[config.mk]
export PLATFORM = sky130hd
export DESIGN_NAME = npu_act_wr_arbiter
export DESIGN_NICKNAME = d
export VERILOG_FILES = /design/src/rtl/npu_pkg.sv /design/src/rtl/npu_rr_arbiter.sv /design/src/rtl/npu_act_wr_arbiter.sv
export SDC_FILE = /design/constraint.sdc
export NUM_CORES = 1
export LEC_CHECK = 0
export ABC_CLOCK_PERIOD_IN_PS = 15650
export CAP_MARGIN = 20
export CORE_AREA = 3 3 397 399
export CTS_CLUSTER_SIZE = 30
export DETAILED_ROUTE_END_ITERATION = 8
export DIE_AREA = 0 0 400 402
export GPL_TIMING_DRIVEN = 1
export MAX_ROUTING_LAYER = met4
export PLACE_DENSITY_LB_ADDON = 0.12
export SLEW_MARGIN = 40
export SYNTH_ARGS = -nofsm -noshare
export SYNTH_HDL_FRONTEND = slang
export SYNTH_HIERARCHICAL = 1
export SYNTH_SLANG_ARGS = --single-unit
[constraint.sdc]
create_clock -name clk -period 15.65 [get_ports clk]
set_input_delay 2.3475 -clock clk [delete_from_list [all_inputs] [get_ports clk]]
set_output_delay 2.3475 -clock clk [all_outputs]
set_load 0.03 [all_outputs]
[src/rtl/npu_pkg.sv]
`default_nettype none
// ============================================================================
//  Module      : npu_pkg
//  Description : Shared NPU constants and the activation write arbiter
//                state encoding.
//  Revision    : 1.0 - initial parametrised release
// ============================================================================
package npu_pkg;

  localparam int NPU_ACT_DATA_WIDTH = 16;
  localparam int NPU_NUM_LANES      = 32;
  localparam int NPU_ACT_MEM_DEPTH  = 4096;

  typedef enum logic [1:0] {
    ARB_IDLE   = 2'd0,
    ARB_ACTIVE = 2'd1,
    ARB_STALL  = 2'd2
  } arb_state_e;

endpackage : npu_pkg
`default_nettype wire

[src/rtl/npu_rr_arbiter.sv]
`default_nettype none
// ============================================================================
//  Module      : npu_rr_arbiter
//  Description : Stateless round-robin pick. Finds the first set request at or
//                after ptr_i, wrapping from N-1 back to 0.
//  Revision    : 1.0 - initial parametrised release
// ============================================================================
module npu_rr_arbiter #(
  parameter int N     = 32,
  parameter int IDX_W = (N > 1) ? $clog2(N) : 1
) (
  input  logic [N-1:0]     req_i,
  input  logic [IDX_W-1:0] ptr_i,
  output logic [N-1:0]     grant_o,
  output logic [IDX_W-1:0] grant_idx_o,
  output logic             valid_o
);

  // Rotating a doubled request vector right by ptr puts lane ptr at bit 0,
  // so the lowest set bit is the distance from ptr to the winner.
  logic [N-1:0]   w_rot;
  logic [IDX_W:0] w_off;
  logic [IDX_W:0] w_sum;

  assign w_rot = N'({req_i, req_i} >> ptr_i);

  // Lowest-set-bit search on the rotated vector, then map back to a lane index.
  always_comb begin
    valid_o = 1'b0;
    w_off   = '0;
    for (int k = N - 1; k >= 0; k--) begin
      if (w_rot[k]) begin
        valid_o = 1'b1;
        w_off   = (IDX_W + 1)'(k);
      end
    end
    w_sum = {1'b0, ptr_i} + w_off;
    if (w_sum >= (IDX_W + 1)'(N)) begin
      w_sum = w_sum - (IDX_W + 1)'(N);
    end
    grant_idx_o = w_sum[IDX_W-1:0];
    grant_o     = valid_o ? (N'(1) << grant_idx_o) : '0;
  end

endmodule : npu_rr_arbiter
`default_nettype wire

[src/rtl/npu_act_wr_arbiter.sv]
`default_nettype none
// ============================================================================
//  Module      : npu_act_wr_arbiter
//  Description : Round-robin arbitration of MAC-lane activation writes onto
//                the single activation memory write port, with layer base
//                offset, stall, test-mode suppression, write counter and
//                sticky out-of-range flag.
//  Revision    : 1.0 - initial parametrised release
// ============================================================================
module npu_act_wr_arbiter
  import npu_pkg::*;
#(
  parameter int NUM_LANES   = NPU_NUM_LANES,
  parameter int LANE_ADDR_W = 12,
  parameter int MEM_ADDR_W  = 12,
  parameter int MEM_DEPTH   = NPU_ACT_MEM_DEPTH,
  parameter int DATA_W      = NPU_ACT_DATA_WIDTH,
  parameter int CNT_W       = 16
) (
  input  logic                           clk,
  input  logic                           rst,
  input  logic [NUM_LANES-1:0]           lane_wr_req,
  input  logic [NUM_LANES*LANE_ADDR_W-1:0] lane_wr_addr,
  input  logic [NUM_LANES*DATA_W-1:0]    lane_wr_data,
  output logic [NUM_LANES-1:0]           lane_wr_ack_p,
  input  logic [MEM_ADDR_W-1:0]          base_addr_i,
  input  logic                           stall_i,
  input  logic                           test_mode_i,
  input  logic                           cnt_clr_i,
  output logic                           mem_wr_en_o,
  output logic [MEM_ADDR_W-1:0]          mem_wr_addr_o,
  output logic [DATA_W-1:0]              mem_wr_data_o,
  output logic                           busy_o,
  output logic [CNT_W-1:0]               wr_count_o,
  output logic                           addr_oob_o
);

  localparam int IDX_W = $clog2(NUM_LANES);
  // One extra bit beyond the wider operand keeps the unwrapped sum exact.
  localparam int SUM_W = ((MEM_ADDR_W > LANE_ADDR_W) ? MEM_ADDR_W : LANE_ADDR_W) + 1;

  logic [NUM_LANES-1:0]   ack_q;
  logic                   wr_en_q;
  logic [MEM_ADDR_W-1:0]  addr_q;
  logic [DATA_W-1:0]      data_q;
  logic [IDX_W-1:0]       ptr_q;
  logic [CNT_W-1:0]       cnt_q;
  logic                   oob_q;
  arb_state_e             state_q;

  logic [NUM_LANES-1:0]   w_elig;
  logic [NUM_LANES-1:0]   w_gnt_oh;
  logic [IDX_W-1:0]       w_gnt_idx;
  logic                   w_gnt_vld;
  logic                   w_grant;
  logic [LANE_ADDR_W-1:0] w_lane_addr;
  logic [DATA_W-1:0]      w_lane_data;
  logic [SUM_W-1:0]       w_sum;
  logic                   w_oob;
  logic [IDX_W-1:0]       ptr_d;

  // A lane still holds req during its ack cycle; mask it so it is not re-granted.
  assign w_elig = lane_wr_req & ~ack_q;

  npu_rr_arbiter #(
    .N     (NUM_LANES),
    .IDX_W (IDX_W)
  ) u_rr (
    .req_i       (w_elig),
    .ptr_i       (ptr_q),
    .grant_o     (w_gnt_oh),
    .grant_idx_o (w_gnt_idx),
    .valid_o     (w_gnt_vld)
  );

  assign w_grant     = w_gnt_vld & ~stall_i;
  assign w_lane_addr = lane_wr_addr[int'(w_gnt_idx) * LANE_ADDR_W +: LANE_ADDR_W];
  assign w_lane_data = lane_wr_data[int'(w_gnt_idx) * DATA_W +: DATA_W];
  assign w_sum       = SUM_W'(base_addr_i) + SUM_W'(w_lane_addr);
  assign w_oob       = (w_sum >= SUM_W'(MEM_DEPTH));
  assign ptr_d       = (w_gnt_idx == IDX_W'(NUM_LANES - 1)) ? '0 : w_gnt_idx + 1'b1;

  // Write-port registers and round-robin pointer; addr/data hold when idle.
  always_ff @(posedge clk) begin
    if (rst) begin
      ack_q   <= '0;
      wr_en_q <= 1'b0;
      addr_q  <= '0;
      data_q  <= '0;
      ptr_q   <= '0;
    end else begin
      ack_q   <= w_grant ? w_gnt_oh : '0;
      wr_en_q <= w_grant & ~test_mode_i;
      if (w_grant) begin
        addr_q <= w_sum[MEM_ADDR_W-1:0];
        data_q <= w_lane_data;
        ptr_q  <= ptr_d;
      end
    end
  end

  // Saturating grant counter; a clear beats a same-cycle grant.
  always_ff @(posedge clk) begin
    if (rst || cnt_clr_i) begin
      cnt_q <= '0;
    end else if (w_grant && (cnt_q != '1)) begin
      cnt_q <= cnt_q + 1'b1;
    end
  end

  // Sticky flag for any grant whose unwrapped address runs past the memory.
  always_ff @(posedge clk) begin
    if (rst || cnt_clr_i) begin
      oob_q <= 1'b0;
    end else if (w_grant && w_oob) begin
      oob_q <= 1'b1;
    end
  end

  // Activity FSM: tracks pending work and stall periods for busy reporting.
  always_ff @(posedge clk) begin
    if (rst) begin
      state_q <= ARB_IDLE;
    end else begin
      case (state_q)
        ARB_IDLE: begin
          if (|lane_wr_req) state_q <= ARB_ACTIVE;
        end
        ARB_ACTIVE: begin
          if (stall_i)                            state_q <= ARB_STALL;
          else if (!(|lane_wr_req) && !(|ack_q))  state_q <= ARB_IDLE;
        end
        ARB_STALL: begin
          if (!stall_i) state_q <= ARB_ACTIVE;
        end
        default: state_q <= ARB_IDLE;
      endcase
    end
  end

  assign lane_wr_ack_p = ack_q;
  assign mem_wr_en_o   = wr_en_q;
  assign mem_wr_addr_o = addr_q;
  assign mem_wr_data_o = data_q;
  assign wr_count_o    = cnt_q;
  assign addr_oob_o    = oob_q;
  assign busy_o        = (state_q != ARB_IDLE) | (|lane_wr_req);

endmodule : npu_act_wr_arbiter
`default_nettype wire

==> summary.txt, run 1 <==
commonest non-fill, non-tap cell in the layout: clkdlybuf4s50_1
final setup skew: 0.0148 ns
unrepaired setup endpoints after global routing: false
Post-Synthesis Cells: 1346
Cells on Worst Hold Path: 2
status: finished clean
WP data required: 15.90 ns
CTS tree: built
Synth cell types: 84
DP Cell Count: 4307
DR DRC count: 0
PD cells: 231 nW/um^2
met3 usage: 0.0413
cell row count: 144
Final Hold Viols: 0
NumNets Final: 3240
Worst setup SP type: input pin
Synth Register Bits: 85
dpl hpwl: 133000 um
area of the die: 161000 um^2
clock-pin slew on the worst setup and hold paths: 0.08 ns
starting density of the core: 0.0966
WP buf/inv: 4
CP arrival: 10.83 ns
vias per cell: 4.06
HP Start: mem_wr_addr_o[4]
setup total negative slack: 0 ns
WL final: 151000 um
Hold Crit Endpoint: mem_wr_addr_o[4]
CTS Hold Bufs: 0
Synth Cell Area: 14900 um^2
origin of the critical flop-to-flop path: ptr_q[3]
Crit. End Element: flop
r2r endpoint: addr_oob_o
wire length per cell: 34.6 um
routing usage on met2: 0.296
Clock Latency Late Sink: 0.39 ns
Final ANT Viol Nets: 0
Finished Layout Cells: 4347
Async SR Flop Fraction: 0
Seq/Total Area, Yosys: 0.114
syn_area_per_cell: 11.1 um^2
Worst Reg-to-Reg Cells: 24
max cap viols: 0
total number of vias: 17.6k
Synth area leader: mux4_2
critical path's slowest cell: buf_4
Mapped Nets: 2312
most frequent cells in the layout: clkdlybuf4s50_1 (1022), mux4_2 (267), mux2i_1 (112)
TritonRoute pass-1 iters: 5
I/O pin count: 1024
final global-route overflow total: 0
ratio of cells with drive above 1 in the final layout: 0.178
Die Wd: 400 um
clock root cell: clkbuf_16
Post-synth EDFFs: 0
Final setup viols: 0
vias in the first global route: 18.4k
Yosys top cell area share: 0.403
Die Span Y: 402 um
Core Region: 154000 um^2
post-CTS sizing: 0
Max VDD drop: 0.233 mV
area delta synth->final: 85.7%
total track usage: 0.185
H-tree levels: 3
gr busiest metal: met2
# fillers: 17.1k
Worst Path Max Fanout: 56
final RePlAce weighted congestion: 0.920
number of DRC markers in iteration 0: 1837
Max Fclk: 0.0946 GHz
Critical Path Most Common Cell: mux4_2
met1 Use GR: 0.247
first-pass GRT wire length: 191000 um
crit-path max cell delay: 0.71 ns
Worst Tran Pin Value: 0.873 ns
clock buffer count from CTS: 9
fin crit share: 0.676
leakage: 8.80 nW
Top FF cell, synth: dfxtp_1
Layout Utilization: 0.179
dpl ws: 4.65 ns
critical setup path kind: in2reg
Port Buffers: 1023
setup slack, reg-to-reg: 6.79 ns
Crit path max-delay family: compound AO/OA/AOI/OAI gates
critical path startpoint: lane_wr_req[3]
Setup Buffers After CTS: 0
pin count of the biggest net entering global routing: 82
relative slew slack: 0.412
final worst slack: 5.07 ns
Pins Over Slew Limit: 0
Worst Hold Class: reg2reg
dominant cells by area after synthesis: mux4_2 (40%), dfxtp_1 (11%), mux2i_1 (7.6%), mux2_2 (3.9%), nor2_1 (2.2%)
antenna violations before repair: 89
CTS Sinks: 85
Yosys warnings: 6
clock buffer depth: 2
Final Critical Period: 10.58 ns
metal layers:
metal	wire length, um	up-vias
met4	928	0
met2	71100	896
met1	67100	9183
met5	0	-
met3	11500	66
li1	-	7491
registers in the layout, indices dropped and copies added, names as in the netlist:
| name | count |
|---|---|
| mem_wr_data_o | 16 |
| mem_wr_addr_o | 12 |
| wr_count_o | 16 |
| ptr_q | 5 |
| mem_wr_en_o | 1 |
| lane_wr_ack_p | 32 |
| state_q | 2 |
| addr_oob_o | 1 |
power by group:
group	switching (mW)	total (mW)	internal, mW
combinational	3.26	5.86	2.61
sequential	0.0470	0.301	0.254
clock	0.126	0.241	0.115
total	3.43	6.40	2.97
worst register-to-register path: cells and delay by family, from the launching register on:
kind	cells	cell delay, ns
DFF	1	0.35
adders and majority gates	4	1.47
muxes	5	2.52
AOI/OAI and AO/OA	10	2.57
buffers and inverters	4	1.67
and+or+nand+nor	1	0.14
logic make-up (layout without fill, tap and decap cells):
family,Yosys count,in the layout,share of synthesized area
adders and majority gates,21,21,0.0186
xor gates and xnor gates,29,29,0.0170
and+or+nand+nor,366,366,0.132
other,0,24,0
DFF,85,85,0.114
AOI/OAI and AO/OA,251,251,0.123
buffers and inverters,149,1082,0.0539
muxes,445,445,0.541
per-stage QoR:
stage | hold WS, ns | total power [mW] | instance area, um^2
5_1_grt | 0.471 | 6.87 | 27700
2_1_floorplan | 0.466 | 4.08 | 14900
4_1_cts | 0.463 | 6.58 | 27600
3_3_place_gp | 0.452 | 6.30 | 27200
6_report | 0.456 | 6.40 | 27700
3_5_place_dp | 0.451 | 6.31 | 27300
cell type report:
class	count	area [um^2]	share of cell area
multi-input cells	1112	12500	0.451
repair buffers	1048	10500	0.379
well taps	2044	2560	0.0924
flip-flops and latches	85	1710	0.0618
clock buffers	9	225	0.00814
clock inverters	7	86.3	0.00312
inverters	18	80.1	0.00289
diodes	24	60.1	0.00217
worst max-delay path by stage:
stage,endpoint,cells after the start,slack [ns]
finish,addr_oob_o,25,5.07
global route,addr_oob_o,26,4.64
CTS,addr_oob_o,26,5.06
detailed placement,addr_oob_o,24,4.65
global placement,addr_oob_o,26,4.53
floorplan,addr_oob_o,26,6.80
synth_stat cells, drive strengths merged (5+ instances only):
library cell,count
xnor2,15
nor3b,8
xor2,14
and3,11
nor2b,47
dfxtp,85
a21o,5
nand2,62
a311oi,5
o211ai,7
nand4,13
a32o,12
or3,5
a22o,6
a211oi,23
a22oi,12
nand2b,12
o221ai,13
mux2i,113
nand3,26
buf,80
and4,7
nor3,14
o31a,5
ha,19
mux4,280
and2,36
inv,17
a21oi,42
a31oi,15
clkbuf,51
mux2,52
o21ai,42
a211o,6
nor4,19
nor2,88
o22ai,20
Note: power is estimated with default switching activity, not from simulation.
==> run 2, diff against run 1 <==
--- a/config.mk
+++ b/config.mk
@@ -5,12 +5,12 @@
 export SDC_FILE = /design/constraint.sdc
 export NUM_CORES = 1
 export LEC_CHECK = 0
-export ABC_CLOCK_PERIOD_IN_PS = 15650
+export ABC_CLOCK_PERIOD_IN_PS = 8700
 export CAP_MARGIN = 20
-export CORE_AREA = 3 3 397 399
+export CORE_AREA = 3 3 400 402
 export CTS_CLUSTER_SIZE = 30
 export DETAILED_ROUTE_END_ITERATION = 8
-export DIE_AREA = 0 0 400 402
+export DIE_AREA = 0 0 403 405
 export GPL_TIMING_DRIVEN = 1
 export MAX_ROUTING_LAYER = met4
 export PLACE_DENSITY_LB_ADDON = 0.12
==> constraint.sdc (replaced) <==
create_clock -name clk -period 8.7 [get_ports clk]
set_input_delay 1.305 -clock clk [delete_from_list [all_inputs] [get_ports clk]]
set_output_delay 1.305 -clock clk [all_outputs]
set_load 0.03 [all_outputs]
==> run 2 against run 1 <==
Non-clock buffer count up 134. Final area grew 4.3%. Via count grew 2.8%. Global-route usage grew 0.74 points. Worst hold slack improved by 0.0016 ns. Clock power increased by 85%. Power increased by 93%. Sequential power rose by 95%. Register-to-register slack got worse by 5.8 ns. Highest routed layer unchanged.
==> summary.txt, run 2 (same netlist as run 1, synthesis figures left out) <==
H-tree levels: 3 (unchanged)
Die Span Y: 405 um (+0.75%)
vias in the first global route: 19.2k (+4.3%)
DR DRC count: 0 (unchanged)
TritonRoute pass-1 iters: 7 (+2)
Worst Tran Pin Value: 0.814 ns (-0.0596 ns)
commonest non-fill, non-tap cell in the layout: clkdlybuf4s50_1
HP Start: mem_wr_addr_o[7]
WL final: 159000 um (+5.6%)
ratio of cells with drive above 1 in the final layout: 0.220 (+0.0419)
leakage: 9.51 nW (+8.0%)
PD cells: 428 nW/um^2 (+85%)
Hold Crit Endpoint: mem_wr_addr_o[7]
number of DRC markers in iteration 0: 1436 (-22%)
final setup skew: 0.0315 ns (+0.0168 ns)
CTS Sinks: 85 (unchanged)
Clock Latency Late Sink: 0.45 ns (+0.06 ns)
total number of vias: 18.1k (+2.8%)
post-CTS sizing: 0 (unchanged)
r2r endpoint: addr_oob_o
final RePlAce weighted congestion: 1.02 (+11%)
Final setup viols: 0 (unchanged)
Worst Reg-to-Reg Cells: 25 (+4.2%)
CTS tree: built
final global-route overflow total: 0 (unchanged)
NumNets Final: 3374 (+4.1%)
area delta synth->final: 93.6%
relative slew slack: 0.442 (+0.0304)
Port Buffers: 1023 (unchanged)
dpl hpwl: 143000 um (+7.6%)
fin crit share: 0.967
I/O pin count: 1024 (unchanged)
CP arrival: 8.70 ns (-2.13 ns)
Final Critical Period: 8.41 ns
starting density of the core: 0.0953 (-0.00133)
clock buffer count from CTS: 9 (unchanged)
status: finished clean
clock root cell: clkbuf_16
crit-path max cell delay: 0.71 ns (about the same)
critical path's slowest cell: mux4_1
Setup Buffers After CTS: 0 (unchanged)
max reg flops: 32 (unchanged)
CTS Hold Bufs: 0 (unchanged)
WP data required: 8.99 ns (-6.91 ns)
Core Region: 156000 um^2 (+1.4%)
Worst setup SP type: input pin
clock-pin slew on the worst setup and hold paths: 0.08 ns (about the same)
dpl ws: -0.129 ns (-4.78 ns)
Die Wd: 403 um (+0.75%)
max cap viols: 0 (unchanged)
antenna violations before repair: 93 (+4.5%)
vias per cell: 4.02 (-0.82%)
total power: 12.3 mW (+93%)
Pins Over Slew Limit: 0 (unchanged)
placed cell area: 28500 um^2 (+4.3%)
total track usage: 0.193 (+0.00744)
Crit. End Element: flop
Worst Hold Class: reg2reg
first-pass GRT wire length: 200000 um (+4.8%)
origin of the critical flop-to-flop path: ptr_q[1]
Max Fclk: 0.119 GHz
wire length per cell: 35.3 um (+1.9%)
pin count of the biggest net entering global routing: 75 (-8.5%)
final worst slack: 0.291 ns (-4.78 ns)
Cells on Worst Hold Path: 2 (unchanged)
fin area: 28800 um^2 (+4.3%)
area of the die: 163000 um^2 (+1.5%)
most frequent cells in the layout: clkdlybuf4s50_1 (1022), mux4_2 (267), buf_4 (140)
unrepaired setup endpoints after global routing: false
cell row count: 145 (+0.69%)
Final ANT Viol Nets: 0 (unchanged)
critical setup path kind: in2reg
Max VDD drop: 0.481 mV (+110%)
setup slack, reg-to-reg: 1.00 ns (-5.79 ns)
clock buffer depth: 2 (unchanged)
Final Hold Viols: 0 (unchanged)
Worst Path Max Fanout: 32 (-43%)
## run 2: cell count changes in the layout (fill, tap and decap cells not counted), sizes merged
cell	delta
clkinvlp	+1
diode	+10
clkinv	-2
inv	+1
buf	+134
## run 2: how the worst max path moves through the flow
stage | start | to | slack (ns) | cells after the start
3_3_place_gp | lane_wr_req[14] | addr_oob_o | -0.31 | 26
3_5_place_dp | lane_wr_req[15] | addr_oob_o | -0.13 | 27
4_1_cts | lane_wr_req[31] | addr_oob_o | 0.33 | 26
6_report | lane_wr_req[7] | addr_oob_o | 0.29 | 26
5_1_grt | lane_wr_req[31] | addr_oob_o | 0.06 | 26
2_1_floorplan | lane_wr_req[4] | addr_oob_o | 0.90 | 26
## run 2: per-stage QoR
step	hold WS, ns	setup TNS [ns]	instances	util
after detailed placement	0.452	-0.241	4455	0.182
after CTS	0.465	0	4471	0.184
after global placement	0.458	-1.65	4455	0.182
final	0.457	0	4505	0.184
after floorplan	0.466	0	1346	-
after global routing	0.496	0	4496	0.184
## run 2: layout make-up
type	instances	area [um^2]
fill	17200	128000
multi-input combinational	1112	12400
timing repair buffer	1182	11700
tap	2058	2570
sequential	85	1710
clock buffer	9	225
antenna	34	85.1
inverter	18	80.1
clock inverter	7	61.3
## run 2: critical path: cells and delay by family
family                     cells  cell delay (ns)
muxes                          4             1.92
AOI/OAI and AO/OA              8             1.85
buffers and inverters          6             1.33
and+or+nand+nor                5             1.14
adders and majority gates      3             1.08
## run 2: routing by layer
| layer | up-vias | GRT usage | part of all wire |
|---|---|---|---|
| met5 | - | - | 0 |
| met4 | 0 | 0.0239 | 0.0087 |
| met3 | 110 | 0.0474 | 0.076 |
| met2 | 897 | 0.316 | 0.49 |
| met1 | 9333 | 0.245 | 0.43 |
| li1 | 7787 | - | - |
## run 2: report_power, final
group	leakage [nW]	switching, mW	internal, mW
Sequential	0.694	0.128	0.458
Clock	0.141	0.246	0.201
Combinational	8.67	5.95	5.37
Total	9.51	6.32	6.02
==> run 3, diff against run 2 <==
--- a/config.mk
+++ b/config.mk
@@ -7,15 +7,14 @@
 export LEC_CHECK = 0
 export ABC_CLOCK_PERIOD_IN_PS = 8700
 export CAP_MARGIN = 20
-export CORE_AREA = 3 3 400 402
+export CORE_AREA = 3 3 395 397
 export CTS_CLUSTER_SIZE = 30
 export DETAILED_ROUTE_END_ITERATION = 8
-export DIE_AREA = 0 0 403 405
+export DIE_AREA = 0 0 398 400
 export GPL_TIMING_DRIVEN = 1
 export MAX_ROUTING_LAYER = met4
 export PLACE_DENSITY_LB_ADDON = 0.12
 export SLEW_MARGIN = 40
 export SYNTH_ARGS = -nofsm -noshare
 export SYNTH_HDL_FRONTEND = slang
-export SYNTH_HIERARCHICAL = 1
 export SYNTH_SLANG_ARGS = --single-unit
==> constraint.sdc (replaced) <==
create_clock -name clk -period 8.7 [get_ports clk]
set_input_delay 0.87 -clock clk [delete_from_list [all_inputs] [get_ports clk]]
set_output_delay 0.87 -clock clk [all_outputs]
set_load 0.03 [all_outputs]
==> run 3 against run 2 <==
Flip-flop and latch count unchanged. Critical path depth up 4. Global-route usage up 0.40 points. Sequential power down 7.8%. Area after synthesis up 0.55%. Synthesized cell count down 2.8%. Largest cell class unchanged.
==> summary.txt, run 3 <==
Yosys warnings: 0 (-6)
Seq/Total Area, Yosys: 0.114 (-0.000620)
Layout Utilization: 0.194 (+0.00927)
cell row count: 143 (-1.4%)
Post-synth EDFFs: 0 (unchanged)
clock buffer count from CTS: 9 (unchanged)
Core Region: 152000 um^2 (-2.6%)
dpl hpwl: 144000 um (+0.69%)
Synth Register Bits: 85 (unchanged)
clock-pin slew on the worst setup and hold paths: 0.08 ns (about the same)
Worst Tran Pin Value: 0.834 ns (+0.0206 ns)
area delta synth->final: 96.8%
most frequent cells in the layout: clkdlybuf4s50_1 (1021), mux4_2 (343), buf_4 (190)
Pins Over Slew Limit: 0 (unchanged)
Synth top cells by count: mux4_2 (343), dfxtp_1 (85), nand2_1 (76), clkbuf_1 (74), nor2_1 (71)
Clock Latency Late Sink: 0.38 ns (-0.07 ns)
Crit. End Element: flop
CP arrival: 8.64 ns (-0.06 ns)
final setup skew: 0.0135 ns (-0.0180 ns)
H-tree levels: 3 (unchanged)
Setup Buffers After CTS: 0 (unchanged)
clock buffer depth: 2 (unchanged)
max reg flops: 32 (unchanged)
PD cells: 499 nW/um^2 (+17%)
NumNets Final: 3392 (+0.53%)
post-CTS sizing: 0 (unchanged)
final global-route overflow total: 0 (unchanged)
dpl ws: -0.202 ns (-0.0727 ns)
ratio of cells with drive above 1 in the final layout: 0.254 (+0.0343)
TritonRoute pass-1 iters: 7 (unchanged)
Port Buffers: 1023 (unchanged)
CTS Hold Bufs: 0 (unchanged)
dominant cells by area after synthesis: mux4_2 (52%), dfxtp_1 (11%), a21oi_1 (2.1%), ha_1 (2.0%), nand2_1 (1.9%)
Final Critical Period: 8.38 ns (-0.0294 ns)
final worst slack: 0.321 ns (+0.0294 ns)
Synth cell types: 81 (-3.6%)
area of the die: 159000 um^2 (-2.5%)
WP data required: 8.96 ns (-0.03 ns)
WL final: 159000 um (about the same)
starting density of the core: 0.0984 (+0.00312)
top-count cell post-synth: mux4_2
wire length per cell: 35.3 um (about the same)
fin crit share: 0.963 (-0.00338)
unrepaired setup endpoints after global routing: false
Synth Cell Area: 15000 um^2 (+0.55%)
vias in the first global route: 19.7k (+3.1%)
placed cell area: 29000 um^2 (+1.9%)
Mapped Nets: 2279 (-1.4%)
Worst Hold Class: reg2reg
Final setup viols: 0 (unchanged)
status: finished clean
max cap viols: 0 (unchanged)
Die Span Y: 400 um (-1.2%)
# fillers: 16.6k (-3.8%)
syn_area_per_cell: 11.5 um^2 (+3.5%)
crit-path max cell delay: 0.67 ns (-0.04 ns)
number of DRC markers in iteration 0: 1702 (+19%)
total number of vias: 18.5k (+2.2%)
Max Fclk: 0.119 GHz (+0.35%)
Max VDD drop: 0.349 mV (-27%)
I/O pin count: 1024 (unchanged)
leakage: 10.0 nW (+5.2%)
Top FF cell, synth: dfxtp_1
CTS Sinks: 85 (unchanged)
critical path's slowest cell: fa_4
Post-Synthesis Cells: 1308 (-2.8%)
Die Wd: 398 um (-1.2%)
pin count of the biggest net entering global routing: 91 (+21%)
CTS tree: built
setup total negative slack: 0 ns (unchanged)
Final ANT Viol Nets: 0 (unchanged)
Worst Path Max Fanout: 15 (-53%)
final RePlAce weighted congestion: 0.948 (-6.8%)
total track usage: 0.197 (+0.00395)
fin area: 29500 um^2 (+2.3%)
first-pass GRT wire length: 201000 um (+0.24%)
critical setup path kind: in2reg
Synth area leader: mux4_2
commonest non-fill, non-tap cell in the layout: clkdlybuf4s50_1
Yosys top cell area share: 0.515 (+0.112)
Worst setup SP type: input pin
DR DRC count: 0 (unchanged)
relative slew slack: 0.444 (+0.00175)
Final Hold Viols: 0 (unchanged)
clock root cell: clkbuf_16
antenna violations before repair: 78 (-16%)
vias per cell: 4.11 (+2.2%)
Async SR Flop Fraction: 0 (unchanged)
-- run 3: cell count changes after synthesis, moves of 22 or more --
cell      previous run  this run
and2_1              35         7
mux2_2              52         6
mux2i_1            113        24
mux4_2             267       343
buf_2               42        20
clkbuf_1            50        74
nand2b_1            12        42
-- run 3: layer usage --
| metal | vias to the layer above | track usage | share of wire |
|---|---|---|---|
| li1 | 7845 | - | - |
| met1 | 9670 | 0.250 | 0.41 |
| met2 | 957 | 0.319 | 0.48 |
| met3 | 47 | 0.0571 | 0.098 |
| met4 | 0 | 0.0189 | 0.0072 |
| met5 | - | - | 0 |
-- run 3: cell families (layout without fill, tap and decap cells) --
logic type	after synthesis	count (layout)	share of synthesized area
other cells	0	46	0
xor+xnor	17	17	0.00994
fa+ha+maj	26	26	0.0227
buf+inv	148	1266	0.0439
mux	385	385	0.545
flops	85	85	0.114
compound gates	251	251	0.114
simple gates	396	396	0.151
-- run 3: worst paths after layout --
kind	from	endpoint	slack [ns]	cells after the start
setup / recovery	lane_wr_req[19]	addr_oob_o	0.32	30
setup reg to reg	lane_wr_ack_p[10]	addr_oob_o	0.72	29
hold / removal	mem_wr_addr_o[0]	mem_wr_addr_o[0]	0.46	2
hold reg to reg	mem_wr_addr_o[0]	mem_wr_addr_o[0]	0.46	2
-- run 3: final cells by class --
cell class / instances / area, um^2 / area share
antenna: 46 / 115 / 0.00390
clock buffer: 9 / 225 / 0.00763
clock inverter: 7 / 75.1 / 0.00254
sequential: 85 / 1700 / 0.0578
multi-input combinational: 1075 / 12700 / 0.432
inverter: 17 / 67.6 / 0.00229
timing repair buffer: 1233 / 12000 / 0.408
tap: 2030 / 2540 / 0.0861
-- run 3: power by group --
part	leakage (nW)	switching (mW)	internal (mW)
clock	0.145	0.222	0.205
combinational	9.16	7.30	6.46
sequential	0.694	0.0722	0.468
total	10.0	7.60	7.13
-- run 3: worst max-delay path, delay by kind of cell --
kind	cells	cell delay, ns
AOI/OAI and AO/OA	14	2.34
muxes	5	2.23
adders and majority gates	4	1.46
buffers and inverters	3	0.91
and+or+nand+nor	4	0.80
-- run 3: stage by stage --
step / cells / power [mW] / hold WS, ns
after floorplan: 1308 / 8.12 / 0.538
after global placement: 4439 / 14.6 / 0.451
after detailed placement: 4439 / 14.6 / 0.448
after CTS: 4455 / 15.1 / 0.460
after global routing: 4485 / 15.6 / 0.474
final: 4502 / 14.7 / 0.456
==> RTL change 1, RTL diff (settings of run 2) <==
The parameter `MEM_ADDR_W` goes from 12 to 11.
--- a/src/rtl/npu_act_wr_arbiter.sv
+++ b/src/rtl/npu_act_wr_arbiter.sv
@@ -14,3 +14,3 @@
   parameter int LANE_ADDR_W = 12,
-  parameter int MEM_ADDR_W  = 12,
+  parameter int MEM_ADDR_W  = 11,
   parameter int MEM_DEPTH   = NPU_ACT_MEM_DEPTH,
Ports: changed (resized base_addr_i and mem_wr_addr_o); port bits go from 1024 to 1022. The function was not compared with the original's and may differ.
==> RTL change 1 against run 2 <==
  * Clock power increased by 11%
  * Synthesized area decreased by 0.54%
  * Wire length decreased by 1.2%
  * Sequential share of layout area decreased by 0.087 points
  * Worst setup slack improved by 0.0064 ns
  * Cell area increased by 0.15%
  * Sequential cell count decreased by 1
  * Power increased by 3.4%
  * Critical path type unchanged
  * Largest cell class unchanged
==> RTL change 1: results (changes against run 2) <==
sequential share of the synthesized area: 11.34% (-0.073 points)
critical path's largest stage delay: 0.59 ns (-0.12 ns)
Place WS: -0.2399 ns (-0.1106 ns)
share of cells above drive strength 1: 25.54% (+3.5 points)
skew final: 0.02241 ns (-0.009132 ns)
first-pass GRT wire length: 197,200 um (-1.5%)
DRT Pass-1 Iters: 5 (-2)
Worst-Margin Slew: 0.7849 ns (-0.02869 ns)
Post-synth top cells: mux4_2 (305), nor2_1 (87), dfxtp_1 (84)
Iteration-0 DRC Markers: 1,481 (+3.1%)
P_leak: 9.557 nW (+0.53%)
critical path arrival: 8.67 ns (-0.03 ns)
Post-Place Cell Area: 0.02841 mm^2 (-0.24%)
number of global-route vias before repair: 18,880 (-1.4%)
pin count of the biggest net entering global routing: 100 (+33%)
delay-heaviest family, CP: compound AO/OA/AOI/OAI gates
clock latency on the worst-skew pair: 0.39 ns (-0.06 ns)
Synth cell types: 85 (+1.2%)
Post-Syn Area per Cell: 11.59 um^2 (+4.7%)
met1 usage in global routing: 24.32% (-0.23 points)
GR Util met2: 31.64% (about the same)
FF-to-FF setup slack: 0.87 ns (-0.13 ns)
r2r worst-path depth: 22 (-12%)
status: finished, final reports clean
RePlAce Congestion: 1.001 (-1.6%)
Syn Nets: 2,243 (-3.0%)
IO Port Bufs: 1,021 (-0.20%)
crit path from: lane_wr_req[26]
initial antenna violation count: 89 (-4.3%)
top cells by area, synth: mux4_2 (46%), dfxtp_1 (11%), mux2_2 (5.1%)
gr usage total: 18.96% (-0.30 points)
total vias in the final route: 17,860 (-1.5%)
## RTL change 1: repair_timing
action,CTS,global route
gates resized for setup,0,4
hold endpoints to repair,0,0
endpoints found under the setup margin,0,2
## RTL change 1: how the worst min path moves through the flow
stage                           from               end  slack (ns)
floorplan                   ptr_q[1]          ptr_q[1]        0.47
global placement    mem_wr_addr_o[3]  mem_wr_addr_o[3]        0.45
detailed placement  mem_wr_addr_o[0]  mem_wr_addr_o[0]        0.45
CTS                 mem_wr_addr_o[0]  mem_wr_addr_o[0]        0.47
global route        mem_wr_addr_o[0]  mem_wr_addr_o[0]        0.49
finish              mem_wr_addr_o[3]  mem_wr_addr_o[3]        0.46
## RTL change 1: cells by family after synthesis
logic type / count (synthesis) / share of synthesized area [%]
adder cells (fa/ha/maj): 20 / 1.789
XOR/XNOR: 21 / 1.241
flip-flops: 84 / 11.34
AND/OR/NAND/NOR: 385 / 13.61
AO/OA/AOI/OAI: 195 / 9.850
multiplexers: 433 / 56.95
buffers and inverters: 141 / 5.216
## RTL change 1: routing by layer
metal | wire length (um) | part of all wire [%]
met3 | 9621 | 6.1
met5 | 0 | 0
met1 | 68440 | 44
met2 | 77130 | 49
met4 | 1969 | 1.3
## RTL change 1: power by group
part	internal [mW]	switching, mW	total (mW)
combinational	5.68	6.02	11.7
clock	0.275	0.219	0.494
sequential	0.450	0.122	0.571
total	6.40	6.36	12.8
## RTL change 1: final cells by class
cell class | count | area [um^2] | area share (%)
Multi-Input combinational cell | 1054 | 12440 | 43.06
Timing Repair Buffer | 1191 | 11680 | 40.42
Tap cell | 2058 | 2575 | 8.913
Sequential cell | 84 | 1689 | 5.846
Clock buffer | 10 | 250.2 | 0.8661
Clock inverter | 6 | 97.59 | 0.3378
Antenna cell | 35 | 87.58 | 0.3031
Inverter | 16 | 73.82 | 0.2555
==> RTL change 2, RTL diff (flow settings as in run 2) <==
Without the edit above. Put one more register stage on the output `wr_count_o`, without a reset. The value now appears one clock later. The other outputs are not delayed to match.
--- a/src/rtl/npu_act_wr_arbiter.sv
+++ b/src/rtl/npu_act_wr_arbiter.sv
@@ -144,3 +144,5 @@
   assign mem_wr_data_o = data_q;
-  assign wr_count_o    = cnt_q;
+  always_ff @(posedge clk) begin
+    wr_count_o <= cnt_q;
+  end
   assign addr_oob_o    = oob_q;
Check against the original RTL: not equivalent (a bounded check fails within 4 cycles, from zero or initial values and one cycle with rst high).
==> RTL change 2 against run 2 <==
  * Worst setup slack got worse by 0.029 ns
  * Synthesized area rose by 2.5%
  * Final cell count rose by 2.2%
  * Wire length fell by 9.7%
  * Sequential power rose by 1%
  * Sequential cell count rose by 16
  * Power rose by 3.0%
  * Cell area rose by 2.5%
  * Critical endpoint is now mem_wr_addr_o[11]
==> RTL change 2: results (changes against run 2) <==
peak supply drop: 475.5 uV (-1.1%)
WL met2: 76,460 um (-1.1%)
Adder-Cell Fraction of Synth Area: 1.819% (-0.045 points)
P_leak: 9.884 nW (+4.0%)
Via density: 4.019 (-0.11%)
GR Util met2: 31.76% (+0.15 points)
crit path from: lane_wr_req[18]
share of cells above drive strength 1: 24.42% (+2.4 points)
post-synthesis mux area share: 50.83% (-3.3 points)
DP HPWL: 128,500 um (-10%)
complex-gate fraction of the synthesized area: 12.38% (+0.096 points)
met1 wire length: 59,140 um (-13%)
skew final: 0.01904 ns (-0.01250 ns)
RePlAce Congestion: 0.9555 (-6.1%)
hold endpoint: wr_count_o[13]
total vias in the final route: 18,500 (+2.0%)
Worst Hold Margin: 0.3868 ns (-0.07054 ns)
status: finished, final reports clean
final wirelength: 143,700 um (-9.7%)
Net Sw Frac: 50.15% (-1.1 points)
Tmin final: 8.438 ns (+0.02931 ns)
met3 Usage GRT: 2.856% (-1.9 points)
worst reg2reg path startpoint: ptr_q[3]
Hold Startpoint: cnt_q[13]
initial antenna violation count: 52 (-44%)
Post-synth top cells: mux4_2 (258), dfxtp_1 (101), nand2_1 (100)
sequential share of the synthesized area: 13.24% (+1.8 points)
P_seq: 0.592 mW (+1%)
Place WS: -0.2212 ns (-0.09197 ns)
top cells by area, synth: mux4_2 (38%), dfxtp_1 (13%), mux2_2 (7.1%)
first-pass GRT wire length: 188,700 um (-5.8%)
hold depth: 0 (-2)
clock latency on the worst-skew pair: 0.40 ns (-0.05 ns)
Worst-Margin Slew: 0.8324 ns (+0.01887 ns)
met1 usage in global routing: 20.72% (-3.8 points)
final layout net count: 3,484 (+3.3%)
pwr dens: 429.9 mW/mm^2 (+0.47%)
pin count of the biggest net entering global routing: 60 (-20%)
routed wl met3: 6932 um (-43%)
number of global-route vias before repair: 20,200 (+5.5%)
Syn Nets: 2,376 (+2.8%)
Iteration-0 DRC Markers: 1,228 (-14%)
DP Cell Count: 4,563 (+2.4%)
r2r worst-path depth: 26 (+4.0%)
Clock group: 0.478 mW (+7.2%)
Setup crit end: mem_wr_addr_o[11]
Post-Place Cell Area: 0.02917 mm^2 (+2.4%)
==> RTL change 2: cell count changes after synthesis, sizes merged, moves of 15 or more <==
cell,run 2,this run
o21ai,42,21
a22oi,12,54
mux2i,113,41
nand4,13,33
mux2,52,107
clkbuf,51,66
nand3,26,46
dfxtp,85,101
nand2,62,100
==> RTL change 2: final cells by class <==
cell class	count	area, um^2	area share [%]
Multi-Input combinational cell	1162	12530	42.39
Timing Repair Buffer	1230	11990	40.55
Tap cell	2058	2575	8.710
Sequential cell	101	2029	6.865
Clock buffer	10	239.0	0.8084
Clock inverter	6	87.58	0.2963
Inverter	14	61.31	0.2074
Antenna cell	21	52.55	0.1778
==> RTL change 2: cells by family (layout without fill, tap and decap cells) <==
family	after synthesis	count (layout)
fa+ha+maj	21	21
simple gates	444	444
flops	101	101
xor+xnor	26	26
other cells	0	21
mux	419	419
compound gates	252	252
buf+inv	147	1260
==> RTL change 2: timing repair <==
item	in CTS	in global routing
hold buffers	0	0
setup buffers	0	1
endpoints found under the setup margin	0	8
resized for setup	0	1
